### src/rtl/mem_bus_arbiter_pkg.sv
// Shared definitions for the ROM/RAM bus arbiter: bus widths, wait-timer width,
// FSM state encodings and the bus-owner tag.
package mem_bus_arbiter_pkg;

   localparam int ARB_AW     = 13;
   localparam int ARB_DW     = 8;
   localparam int ARB_WAIT_W = 3;

   typedef enum logic [1:0] {
      ARB_IDLE = 2'd0,
      ARB_CPU  = 2'd1,
      ARB_EXT  = 2'd2,
      ARB_DONE = 2'd3
   } arbState_t;

   typedef enum logic {
      OWNER_CPU = 1'b0,
      OWNER_EXT = 1'b1
   } busOwner_t;

   // True while the memory strobes are being driven for either requester.
   function automatic logic isAccessState(arbState_t s);
      return (s == ARB_CPU) || (s == ARB_EXT);
   endfunction

endpackage

### src/rtl/mem_bus_arbiter_wait_timer.sv
// Loadable down-counter that paces one memory access. It is loaded with the
// wait-state count at grant and reports done once it has reached zero, so an
// access stays on the bus for loadValue+1 cycles.
module arb_wait_timer #(
   parameter int WIDTH = 3
) (
   input  logic             clk,
   input  logic             reset,
   input  logic             load,
   input  logic [WIDTH-1:0] loadValue,
   output logic             done
);

   logic [WIDTH-1:0] count;

   // Load on grant, otherwise count down and park at zero until the next load.
   always_ff @(posedge clk) begin
      if (reset) begin
         count <= '0;
      end else if (load) begin
         count <= loadValue;
      end else if (count != '0) begin
         count <= count - WIDTH'(1);
      end
   end

   assign done = (count == '0);

endmodule

### src/rtl/mem_bus_arbiter.sv
// Arbiter for the shared ROM/RAM bus between the RISC core and the external
// loader/debug port. Each access is latched at grant, held on the bus for
// WAIT+1 cycles, followed by one turnaround cycle in which the winner is told
// it is finished (cpu_hold drops or ext_ack pulses).
module mem_bus_arbiter
   import mem_bus_arbiter_pkg::*;
#(
   parameter int AW        = ARB_AW,
   parameter int DW        = ARB_DW,
   parameter int WAIT      = 1,
   parameter int EXT_BURST = 4
) (
   input  logic          clk,
   input  logic          reset,
   input  logic          cpu_rd,
   input  logic          cpu_wr,
   input  logic [AW-1:0] cpu_addr,
   input  logic [DW-1:0] cpu_wdata,
   input  logic          cpu_halt,
   output logic          cpu_hold,
   output logic [DW-1:0] cpu_rdata,
   input  logic          ext_req,
   input  logic          ext_we,
   input  logic [AW-1:0] ext_addr,
   input  logic [DW-1:0] ext_wdata,
   output logic          ext_ack,
   output logic [DW-1:0] ext_rdata,
   output logic          mem_rd,
   output logic          mem_wr,
   output logic [AW-1:0] mem_addr,
   output logic [DW-1:0] mem_wdata,
   input  logic [DW-1:0] mem_rdata
);

   localparam int BCW = $clog2(EXT_BURST + 1);

   arbState_t      state;
   arbState_t      nextState;
   busOwner_t      owner;
   logic           cpuReq;
   logic           grantCpu;
   logic           grantExt;
   logic           burstFull;
   logic           timerDone;
   logic           accessLast;
   logic [BCW-1:0] burstCnt;

   assign cpuReq     = cpu_rd | cpu_wr;
   assign burstFull  = (burstCnt == BCW'(EXT_BURST));
   assign accessLast = isAccessState(state) && timerDone;

   arb_wait_timer #(
      .WIDTH(ARB_WAIT_W)
   ) waitTimer (
      .clk      (clk),
      .reset    (reset),
      .load     (grantCpu | grantExt),
      .loadValue(ARB_WAIT_W'(WAIT)),
      .done     (timerDone)
   );

   // State register; a reset mid-access simply drops back to IDLE.
   always_ff @(posedge clk) begin
      if (reset) begin
         state <= ARB_IDLE;
      end else begin
         state <= nextState;
      end
   end

   // Next-state and handshake logic. Ext normally wins a tie, except when it has
   // already taken EXT_BURST grants in a row over a waiting, non-halted core.
   // DONE always returns to IDLE so the winner's request is re-read afresh.
   always_comb begin
      nextState = state;
      grantCpu  = 1'b0;
      grantExt  = 1'b0;
      cpu_hold  = cpuReq;
      ext_ack   = 1'b0;
      case (state)
         ARB_IDLE: begin
            if (ext_req && !(cpuReq && burstFull && !cpu_halt)) begin
               grantExt  = 1'b1;
               nextState = ARB_EXT;
            end else if (cpuReq) begin
               grantCpu  = 1'b1;
               nextState = ARB_CPU;
            end
         end
         ARB_CPU, ARB_EXT: begin
            if (timerDone) begin
               nextState = ARB_DONE;
            end
         end
         ARB_DONE: begin
            nextState = ARB_IDLE;
            if (owner == OWNER_CPU) begin
               cpu_hold = 1'b0;
            end else begin
               ext_ack = 1'b1;
            end
         end
         default: nextState = ARB_IDLE;
      endcase
   end

   // Fairness counter: counts ext grants taken while the core waits, and is
   // cleared as soon as the core is served or stops asking.
   always_ff @(posedge clk) begin
      if (reset) begin
         burstCnt <= '0;
      end else if (!cpuReq || grantCpu) begin
         burstCnt <= '0;
      end else if (grantExt && !burstFull) begin
         burstCnt <= burstCnt + BCW'(1);
      end
   end

   // Request latch and bus drivers: the winner's command is captured at grant and
   // held unchanged until the last access cycle, where read data is captured
   // for the owner and the strobes are released for the turnaround cycle.
   // A simultaneous cpu_rd/cpu_wr is treated as a write.
   always_ff @(posedge clk) begin
      if (reset) begin
         owner     <= OWNER_CPU;
         mem_rd    <= 1'b0;
         mem_wr    <= 1'b0;
         mem_addr  <= '0;
         mem_wdata <= '0;
         cpu_rdata <= '0;
         ext_rdata <= '0;
      end else if (grantCpu) begin
         owner     <= OWNER_CPU;
         mem_rd    <= cpu_rd & ~cpu_wr;
         mem_wr    <= cpu_wr;
         mem_addr  <= cpu_addr;
         mem_wdata <= cpu_wdata;
      end else if (grantExt) begin
         owner     <= OWNER_EXT;
         mem_rd    <= ~ext_we;
         mem_wr    <= ext_we;
         mem_addr  <= ext_addr;
         mem_wdata <= ext_wdata;
      end else if (accessLast) begin
         mem_rd <= 1'b0;
         mem_wr <= 1'b0;
         if (mem_rd) begin
            if (owner == OWNER_CPU) begin
               cpu_rdata <= mem_rdata;
            end else begin
               ext_rdata <= mem_rdata;
            end
         end
      end
   end

endmodule

### config.mk
export PLATFORM = sky130hd
export DESIGN_NAME = mem_bus_arbiter
export DESIGN_NICKNAME = d
export VERILOG_FILES = /design/src/rtl/mem_bus_arbiter_pkg.sv /design/src/rtl/mem_bus_arbiter_wait_timer.sv /design/src/rtl/mem_bus_arbiter.sv
export SDC_FILE = /design/constraint.sdc
export NUM_CORES = 1
export LEC_CHECK = 0
export CORE_MARGIN = 3
export CORE_UTILIZATION = 39
export CTS_BUF_LIST = sky130_fd_sc_hd__clkbuf_16
export DETAILED_ROUTE_END_ITERATION = 8
export GPL_TIMING_DRIVEN = 0
export PLACE_DENSITY = 0.77
export SETUP_SLACK_MARGIN = 0.2
export SYNTH_ARGS = -nofsm -noshare
export SYNTH_HDL_FRONTEND = slang
export SYNTH_SLANG_ARGS = --single-unit
### constraint.sdc
create_clock -name clk -period 2.25 [get_ports clk]
set_clock_uncertainty 0.2 [all_clocks]
set_input_delay 0.3375 -clock clk [delete_from_list [all_inputs] [get_ports clk]]
set_output_delay 0.3375 -clock clk [all_outputs]
set_load 0.005 [all_outputs]
==> flow_summary.ini, run 1 <==
[hold_path]
holdPathEnd = ext_rdata[1]
worstHoldStart = ext_rdata[1]
hold_class = reg2reg
holdPathStages = 2

[clock_network]
insertion_delay_ns = 0.28
root_buffer = clkbuf_16
clockBufferDepth = 2
cts.clk_slew.worst_paths_ns = 0.07
cts_made_buffers = 5
htreeDepth = 2
cts_tree = done
clock-sinks = 48

[critical_path]
required_ns = 2.22
end_kind = flop
startpoint_type = flop
worstSetupPathType = reg2reg
ff2ff_path_depth = 7
ff2ff_setup_slack_ns = 0.27
critPathSlowestCell = dfxtp_1
crit_buf_inv = 2
cp_max_fo = 10
worstPathCellList = inv_1, ha_2, nand3b_4, o211ai_4, nor2_4, buf_4, a221o_1
cpPeakStageDelay_ns = 0.31
crit_family = compound AO/OA/AOI/OAI gates
cp.arrival_ns = 1.95
reg2reg_from = burstCnt[0]
r2r_end = mem_addr[4]

[floorplan]
num_io_pins = 98
die_h_um = 79.2
start_util_pct = 40.7
coreArea_um2 = 5140
die_x_um = 79.2
floorplan.rows = 26
die-area_um2 = 6280

[global_routing]
grt-ovfl-total = 0
grt_max_degree = 17
antenna_found_initial = 0
track_usage_pct = 16.9
grt_pass1_vias = 1895
grt_first_pass_wirelength_um = 8510

[sta]
setup_viol = 0
tightest_slew_ns = 0.455
timing.fmax_mhz = 505
finalMaxSlewViolations = 0
finalCriticalPeriod_ns = 1.98
rsz0062_at_grt = true
max_slew_margin_pct = 69.6
whs_ns = 0.293
hold_violations = 0
min_period_over_period_pct = 88.1

[routing]
drt-initial-drc-count = 83
via_count = 1974
drc = 0
wirelength_um = 5300
antenna_left = 0
viasPerCell = 4.98
post_drt_wl_per_cell_um = 13.4
drt-pass1-iter-count = 4

[final_layout]
syn_to_final_growth_pct = 64.8
layout.nets = 388
drive_gt1_share_pct = 10.1
fillers = 446
antenna_cells = 0

[power]
leakagePower_nw = 1.41
power_density_nw_per_um2 = 988
peakVddDrop_mv = 0.561
power.total_mw = 3.40

[place]
dpl.hpwl_um = 3960
io_buffers = 97
routabilityCongestion = 0.796

[yosys]
synth_cell_type_count = 36
ys_ff_latch = 48
netlist_instances = 215
ys_async_sr_fraction_pct = 0
synth_warnings = 0
synth_area_um2 = 2090
seq_area_frac_synth_pct = 46.0
syn-num-nets = 278
synth_edf_count = 0
synthFlopType = dfxtp_1
synth_area_per_cell_um2 = 9.72

[outcome]
outcome = completed

[flow_run]
maxCapViolations = 0
through the flow:
step	std cells	cell area (um^2)	util (%)	TNS, ns	worst slack (ns)
2_1_floorplan	215	2090	-	0	0.418
3_3_place_gp	382	3150	61.3	-2.89	-0.233
3_5_place_dp	382	3150	61.3	-2.87	-0.209
4_1_cts	390	3360	65.4	0	0.209
5_1_grt	396	3450	67.0	0	0.161
6_report	396	3450	67.0	0	0.268
what timing repair did:
item	4_1_cts	5_1_grt
setup endpoints to repair	15	27
buffers inserted	0	6
resized for setup	7	12
hold buffers	0	0
pin swaps	0	2
worst max path at each step:
stage,from,end,slack (ns),cells after the start
floorplan,state[0],cpu_rdata[3],0.42,8
global placement,cpu_wr,mem_wdata[6],-0.23,6
detailed placement,cpu_wr,mem_addr[3],-0.21,6
CTS,ext_req,cpu_rdata[3],0.21,7
global route,burstCnt[0],mem_addr[4],0.16,7
finish,burstCnt[0],mem_addr[4],0.27,7
final cells by class:
| type | count | area [um^2] | area share [%] |
|---|---|---|---|
| Clock inverter | 3 | 68.8 | 2.00 |
| Multi-Input combinational cell | 146 | 1070 | 31.2 |
| Tap cell | 70 | 87.6 | 2.54 |
| Inverter | 10 | 37.5 | 1.09 |
| Timing Repair Buffer | 103 | 1020 | 29.6 |
| Sequential cell | 48 | 965 | 28.0 |
| Buffer | 11 | 68.8 | 2.00 |
| Clock buffer | 5 | 125 | 3.63 |
cells in the final DEF, fill, tap and decap left out, types with 5 or more instances in the layout:
master / n
nand2_1: 6
mux2i_1: 17
a221o_1: 18
o21ai_0: 5
dfxtp_1: 45
clkdlybuf4s50_1: 93
nor2_1: 35
buf_4: 7
and2_1: 20
clkbuf_16: 5
inv_1: 10
registers in the layout (all words and copies together), names as in the netlist:
name	flops
burstCnt	3
cpu_rdata	8
ext_rdata	8
mem_addr	13
mem_rd	1
mem_wdata	8
mem_wr	1
owner	1
state	2
waitTimer.count	3
layer usage:
layer  global-route usage, %  vias to the layer above  routed length [um]
met5                       0                        -                   0
met4                    3.61                        0                  42
met3                    7.14                        6                 497
met2                    27.9                       63                2550
met1                    20.4                      923                2210
li1                        -                      982                   -
kinds of logic (layout without fill, tap and decap cells):
kind of cell             count (synthesis)  after routing  synth area share (%)
AO/OA/AOI/OAI                           39             39                  15.9
XOR/XNOR                                 2              2                 0.838
adder cells (fa/ha/maj)                  6              6                  3.59
buffers and inverters                   21            132                  4.85
flip-flops                              48             48                  46.0
multiplexers                            18             18                  8.62
AND/OR/NAND/NOR                         81             81                  20.3
synth_stat cells, drive strengths merged, types with 2 or more instances:
master   n  area, um^2
nor3     2        10.0
clkbuf   3        11.3
xnor2    2        17.5
a221o   18         180
nand3b   2        18.8
a211oi   4        30.0
nand3    3        15.0
nor2    39         151
nand2    6        22.5
nor4     3        18.8
nand2b   2        12.5
a21o     2        15.0
and3b    2        17.5
mux2i   18         180
ha       6        75.1
and2    20         125
buf      8        52.6
inv     10        37.5
a21oi    2        10.0
o21ai    5        25.0
dfxtp   48         961
where the power goes:
group	switching (mW)	internal, mW	leakage (nW)
logic	0.589	0.738	0.926
clock network	0.315	0.640	0.0944
registers	0.0953	1.03	0.394
worst min-delay path, delay by kind of cell, from the launching register on:
kind | cells | cell delay (ns)
AND/OR/NAND/NOR | 1 | 0.07
multiplexers | 1 | 0.07
flip-flops | 1 | 0.32
Note: power is estimated with default switching activity, not from simulation.
==> run 2: changes to the inputs <==
--- a/config.mk
+++ b/config.mk
@@ -6,12 +6,13 @@
 export NUM_CORES = 1
 export LEC_CHECK = 0
 export CORE_MARGIN = 3
-export CORE_UTILIZATION = 39
+export CORE_UTILIZATION = 41
 export CTS_BUF_LIST = sky130_fd_sc_hd__clkbuf_16
 export DETAILED_ROUTE_END_ITERATION = 8
 export GPL_TIMING_DRIVEN = 0
-export PLACE_DENSITY = 0.77
+export PLACE_DENSITY = 0.8
 export SETUP_SLACK_MARGIN = 0.2
+export SLEW_MARGIN = 0
 export SYNTH_ARGS = -nofsm -noshare
 export SYNTH_HDL_FRONTEND = slang
 export SYNTH_SLANG_ARGS = --single-unit
==> run 2 against run 1 <==
Effect of this change: maximum frequency up 2.0%; global-route usage up 2.0 points; cell area down 0.44%; routed wire length up 5.6%; critical path depth down 5; sequential power about the same; core utilization up 4.2 points; critical endpoint is now ext_ack; largest power group unchanged.
==> flow_summary.ini, run 2 (synthesized netlist as in run 1, its figures left out) <==
[final_layout]
final_common_cell = clkdlybuf4s50_1
multi_input_area_um2 = 1080
layout.nets = 386
top_register = mem_addr
antenna_cells = 0
fillers = 396
largest_reg_flops = 13
final_core_util_pct = 71.2
mostFrequentLayoutCells = clkdlybuf4s50_1, dfxtp_1, nor2_1
syn_to_final_growth_pct = 64.1
drive_gt1_share_pct = 9.57
final-seq-area_um2 = 963

[sta]
timing.fmax_mhz = 515
layout_setup_ws_ns = 0.306
max_slew_margin_pct = 68.4
hold_violations = 0
setup_viol = 0
finalMaxSlewViolations = 0
finalCriticalPeriod_ns = 1.94
rsz0062_at_grt = false
min_period_over_period_pct = 86.4
tightest_slew_ns = 0.474

[clock_network]
clockBufferDepth = 2
cts_tree = done
clock-sinks = 48
root_buffer = clkbuf_16
htreeDepth = 2
cts.clk_slew.worst_paths_ns = 0.06
cts_hold_buffers = 0
cts_made_buffers = 5
insertion_delay_ns = 0.29

[critical_path]
setup.worst_path.end = ext_ack
ff2ff_setup_slack_ns = 0.34
ff2ff_path_depth = 7
reg2reg_from = burstCnt[0]
crit_start = owner
required_ns = 1.71
r2r_end = mem_addr[6]
worstSetupPathType = reg2out
startpoint_type = flop
cp.arrival_ns = 1.41
end_kind = output port
cp_max_fo = 5

[global_routing]
grt_pass1_vias = 1967
antenna_found_initial = 0
grt-ovfl-total = 0
grt_max_degree = 17
track_usage_pct = 18.9
grt_first_pass_wirelength_um = 9110

[floorplan]
floorplan.rows = 25
num_io_pins = 98
coreArea_um2 = 4820
die-area_um2 = 5990
start_util_pct = 43.4
die_x_um = 77.4
die_h_um = 77.4

[routing]
drc = 0
via_count = 1954
drt-initial-drc-count = 92
post_drt_wl_per_cell_um = 14.3
antenna_left = 0
wirelength_um = 5590
drt-pass1-iter-count = 4
viasPerCell = 5.00

[power]
sw_frac_of_total_pct = 30.0
power.share.clock_pct = 28.2
seqPwrFrac_pct = 32.6
leakagePower_nw = 1.41
p_sw_mw = 1.04
p_int_mw = 2.41
peakVddDrop_mv = 0.502
power.total_mw = 3.45
power_density_nw_per_um2 = 1000
combPwrFrac_pct = 39.2

[place]
dpl.hpwl_um = 4070
place_ws_ns = -0.226
routabilityCongestion = 0.738
io_buffers = 97

[outcome]
outcome = completed

[hold_path]
hold_class = reg2reg

[flow_run]
maxCapViolations = 0
run 2: layer usage:
layer  up-vias  share of wire [%]  track usage, %
li1        979                  -               -
met1       890                 43            21.7
met2        73                 47            32.0
met3        12                7.5            6.50
met4         0                2.4            7.83
met5         -                  0               0
run 2: worst min-delay path by stage:
| stage | startpoint | to | slack [ns] | depth (start not counted) |
|---|---|---|---|---|
| after global routing | mem_addr[7] | mem_addr[7] | 0.32 | 2 |
| after floorplan | ext_addr[0] | mem_addr[0] | 0.28 | 1 |
| after detailed placement | cpu_rdata[1] | cpu_rdata[1] | 0.28 | 2 |
| after CTS | cpu_rdata[1] | cpu_rdata[1] | 0.30 | 2 |
| final | cpu_rdata[1] | cpu_rdata[1] | 0.29 | 2 |
| after global placement | cpu_rdata[2] | cpu_rdata[2] | 0.27 | 2 |
run 2: critical path, stage by stage (launching register included):
cell and delay (ns):
dfxtp_1 0.47, and2_1 0.17, clkdlybuf4s50_1 0.49
run 2: through the flow:
stage          cell area, um^2  setup TNS, ns  hold WS, ns  instances
2_1_floorplan             2090              0        0.275        215
3_3_place_gp              3150          -2.86        0.274        379
3_5_place_dp              3150          -2.88        0.279        379
4_1_cts                   3370              0        0.296        388
5_1_grt                   3430              0        0.320        391
6_report                  3430              0        0.291        391
run 2: cell type report:
type	instances	area share (%)
Multi-Input combinational cell	146	31.4
Timing Repair Buffer	101	29.2
Sequential cell	48	28.1
Clock buffer	5	3.65
Tap cell	67	2.44
Buffer	11	2.04
Clock inverter	3	2.01
Inverter	10	1.09
run 2: power groups by stage:
stage	Clock (mW)	Combinational, mW	Sequential [mW]
final	0.972	1.35	1.12
after detailed placement	0	1.21	1.13
after global placement	0	1.18	1.13
after floorplan	0	0.694	1.13
after CTS	0.986	1.25	1.12
after global routing	1.03	1.49	1.15
run 2: timing repair:
item,CTS,global route
gates resized for setup,7,13
cloned,0,0
buffers inserted,1,3
pin swaps,1,1
setup endpoints to repair,11,27
==> run 3: changes to the inputs <==
--- a/config.mk
+++ b/config.mk
@@ -11,6 +11,7 @@
 export DETAILED_ROUTE_END_ITERATION = 8
 export GPL_TIMING_DRIVEN = 0
 export PLACE_DENSITY = 0.8
+export RECOVER_POWER = 50
 export SETUP_SLACK_MARGIN = 0.2
 export SLEW_MARGIN = 0
 export SYNTH_ARGS = -nofsm -noshare
==> run 3 against run 2 <==
Effect of this change: sequential power about the same; global-route usage unchanged; non-clock buffer count unchanged; die area unchanged; clock-buffer cell count unchanged; sequential share of layout area about the same; critical path type is now in2reg.
==> flow_summary.ini, run 3 (synthesized netlist as in run 1, its figures left out) <==
[sta]
setup_viol = 0
timing.fmax_mhz = 508
hold_violations = 0
layout_setup_ws_ns = 0.283
min_period_over_period_pct = 87.4
rsz0062_at_grt = false
max_slew_margin_pct = 65.0
tightest_slew_ns = 0.523
finalMaxSlewViolations = 0
finalCriticalPeriod_ns = 1.97

[outcome]
outcome = completed

[final_layout]
largest_reg_flops = 13
final_area_um2 = 3430
final_common_cell = clkdlybuf4s50_1
drive_gt1_share_pct = 9.26
fin_cells = 391
fillers = 397
antenna_cells = 0
layout.nets = 386
mostFrequentLayoutCells = clkdlybuf4s50_1, dfxtp_1, dlygate4sd3_1
syn_to_final_growth_pct = 64.0
top_register = mem_addr

[place]
dpl.hpwl_um = 4070
dp_cells = 379
place_ws_ns = -0.226
routabilityCongestion = 0.738
io_buffers = 97
placed_area_um2 = 3150

[critical_path]
end_kind = flop
worstSetupPathType = in2reg
critPathSlowestCell = dlygate4sd3_1
required_ns = 2.20
cpPeakStageDelay_ns = 0.66
crit_family = buffers and inverters
worstPathCellList = dlygate4sd3_1, clkbuf_1, buf_1, a211oi_1
crit_buf_inv = 3
cp.arrival_ns = 1.92
cp_max_fo = 10
startpoint_type = primary input

[global_routing]
grt_max_degree = 17
antenna_found_initial = 0
grt-ovfl-total = 0
track_usage_pct = 18.9
grt_first_pass_wirelength_um = 9110
grt_pass1_vias = 1967

[clock_network]
cts_tree = done
root_buffer = clkbuf_16
cts_made_buffers = 5
cts.clk_slew.worst_paths_ns = 0.06
htreeDepth = 2
cts_hold_buffers = 0
clock-sinks = 48
clockBufferDepth = 2
insertion_delay_ns = 0.29

[floorplan]
die-area_um2 = 5990
coreArea_um2 = 4820
floorplan.rows = 25
die_x_um = 77.4
die_h_um = 77.4
start_util_pct = 43.4
num_io_pins = 98

[routing]
drt-initial-drc-count = 85
drt-pass1-iter-count = 4
via_count = 1971
antenna_left = 0
viasPerCell = 5.04
wirelength_um = 5580
post_drt_wl_per_cell_um = 14.3
drc = 0

[flow_run]
maxCapViolations = 0

[power]
peakVddDrop_mv = 0.481
power_density_nw_per_um2 = 990
leakagePower_nw = 1.52
power.total_mw = 3.40

[hold_path]
hold_class = reg2reg
[run 3: cell count changes in the layout (fill, tap and decap cells not counted)]
cell,previous run,this run
clkdlybuf4s50_1,93,53
dlygate4sd3_1,0,40
nor2_1,35,36
nor2_2,3,2
[run 3: final cells by class]
cell class	count	area, um^2	area share, %
buffer	11	70.1	2.04
clock buffer	5	125	3.65
clock inverter	3	68.8	2.01
inverter	10	37.5	1.09
multi-input combinational	146	1080	31.4
sequential	48	963	28.1
tap	67	83.8	2.45
timing repair buffer	101	1000	29.3
[run 3: metrics by stage]
stage	hold WS, ns	utilization, %	TNS [ns]
floorplan	0.275	-	0
global placement	0.274	65.3	-2.86
detailed placement	0.279	65.3	-2.88
CTS	0.296	70.0	0
global route	0.317	71.2	0
finish	0.285	71.2	0
[run 3: path summary, 6_finish.rpt]
| path | slack [ns] | to | depth (start not counted) | start |
|---|---|---|---|---|
| max | 0.28 | state[1] | 4 | reset |
| max reg2reg | 0.33 | mem_addr[6] | 7 | burstCnt[0] |
| min | 0.29 | cpu_rdata[1] | 2 | cpu_rdata[1] |
| min reg2reg | 0.29 | cpu_rdata[1] | 2 | cpu_rdata[1] |
[run 3: what timing repair did]
action                                  in CTS  in global routing
endpoints found under the setup margin      11                 27
resized for setup                            7                 13
buffers inserted                             1                  3
pin swaps                                    1                  1
[run 3: power by group]
group / internal (mW) / leakage (nW) / total (mW) / switching (mW)
registers: 1.03 / 0.394 / 1.12 / 0.0919
clock network: 0.641 / 0.0944 / 0.973 / 0.332
logic: 0.700 / 1.03 / 1.31 / 0.605
total: 2.37 / 1.52 / 3.40 / 1.03
[run 3: metal layers]
layer	vias up	GRT usage, %	part of all wire (%)
met4	0	7.83	2.4
met2	78	32.0	48
met3	12	6.50	7.7
li1	979	-	-
met5	-	0	0
met1	902	21.7	42
[run 3: worst min-delay path: stages (launching register included)]
cell	delay, ns
dfxtp_1	0.32
mux2i_1	0.06
nor2_1	0.07
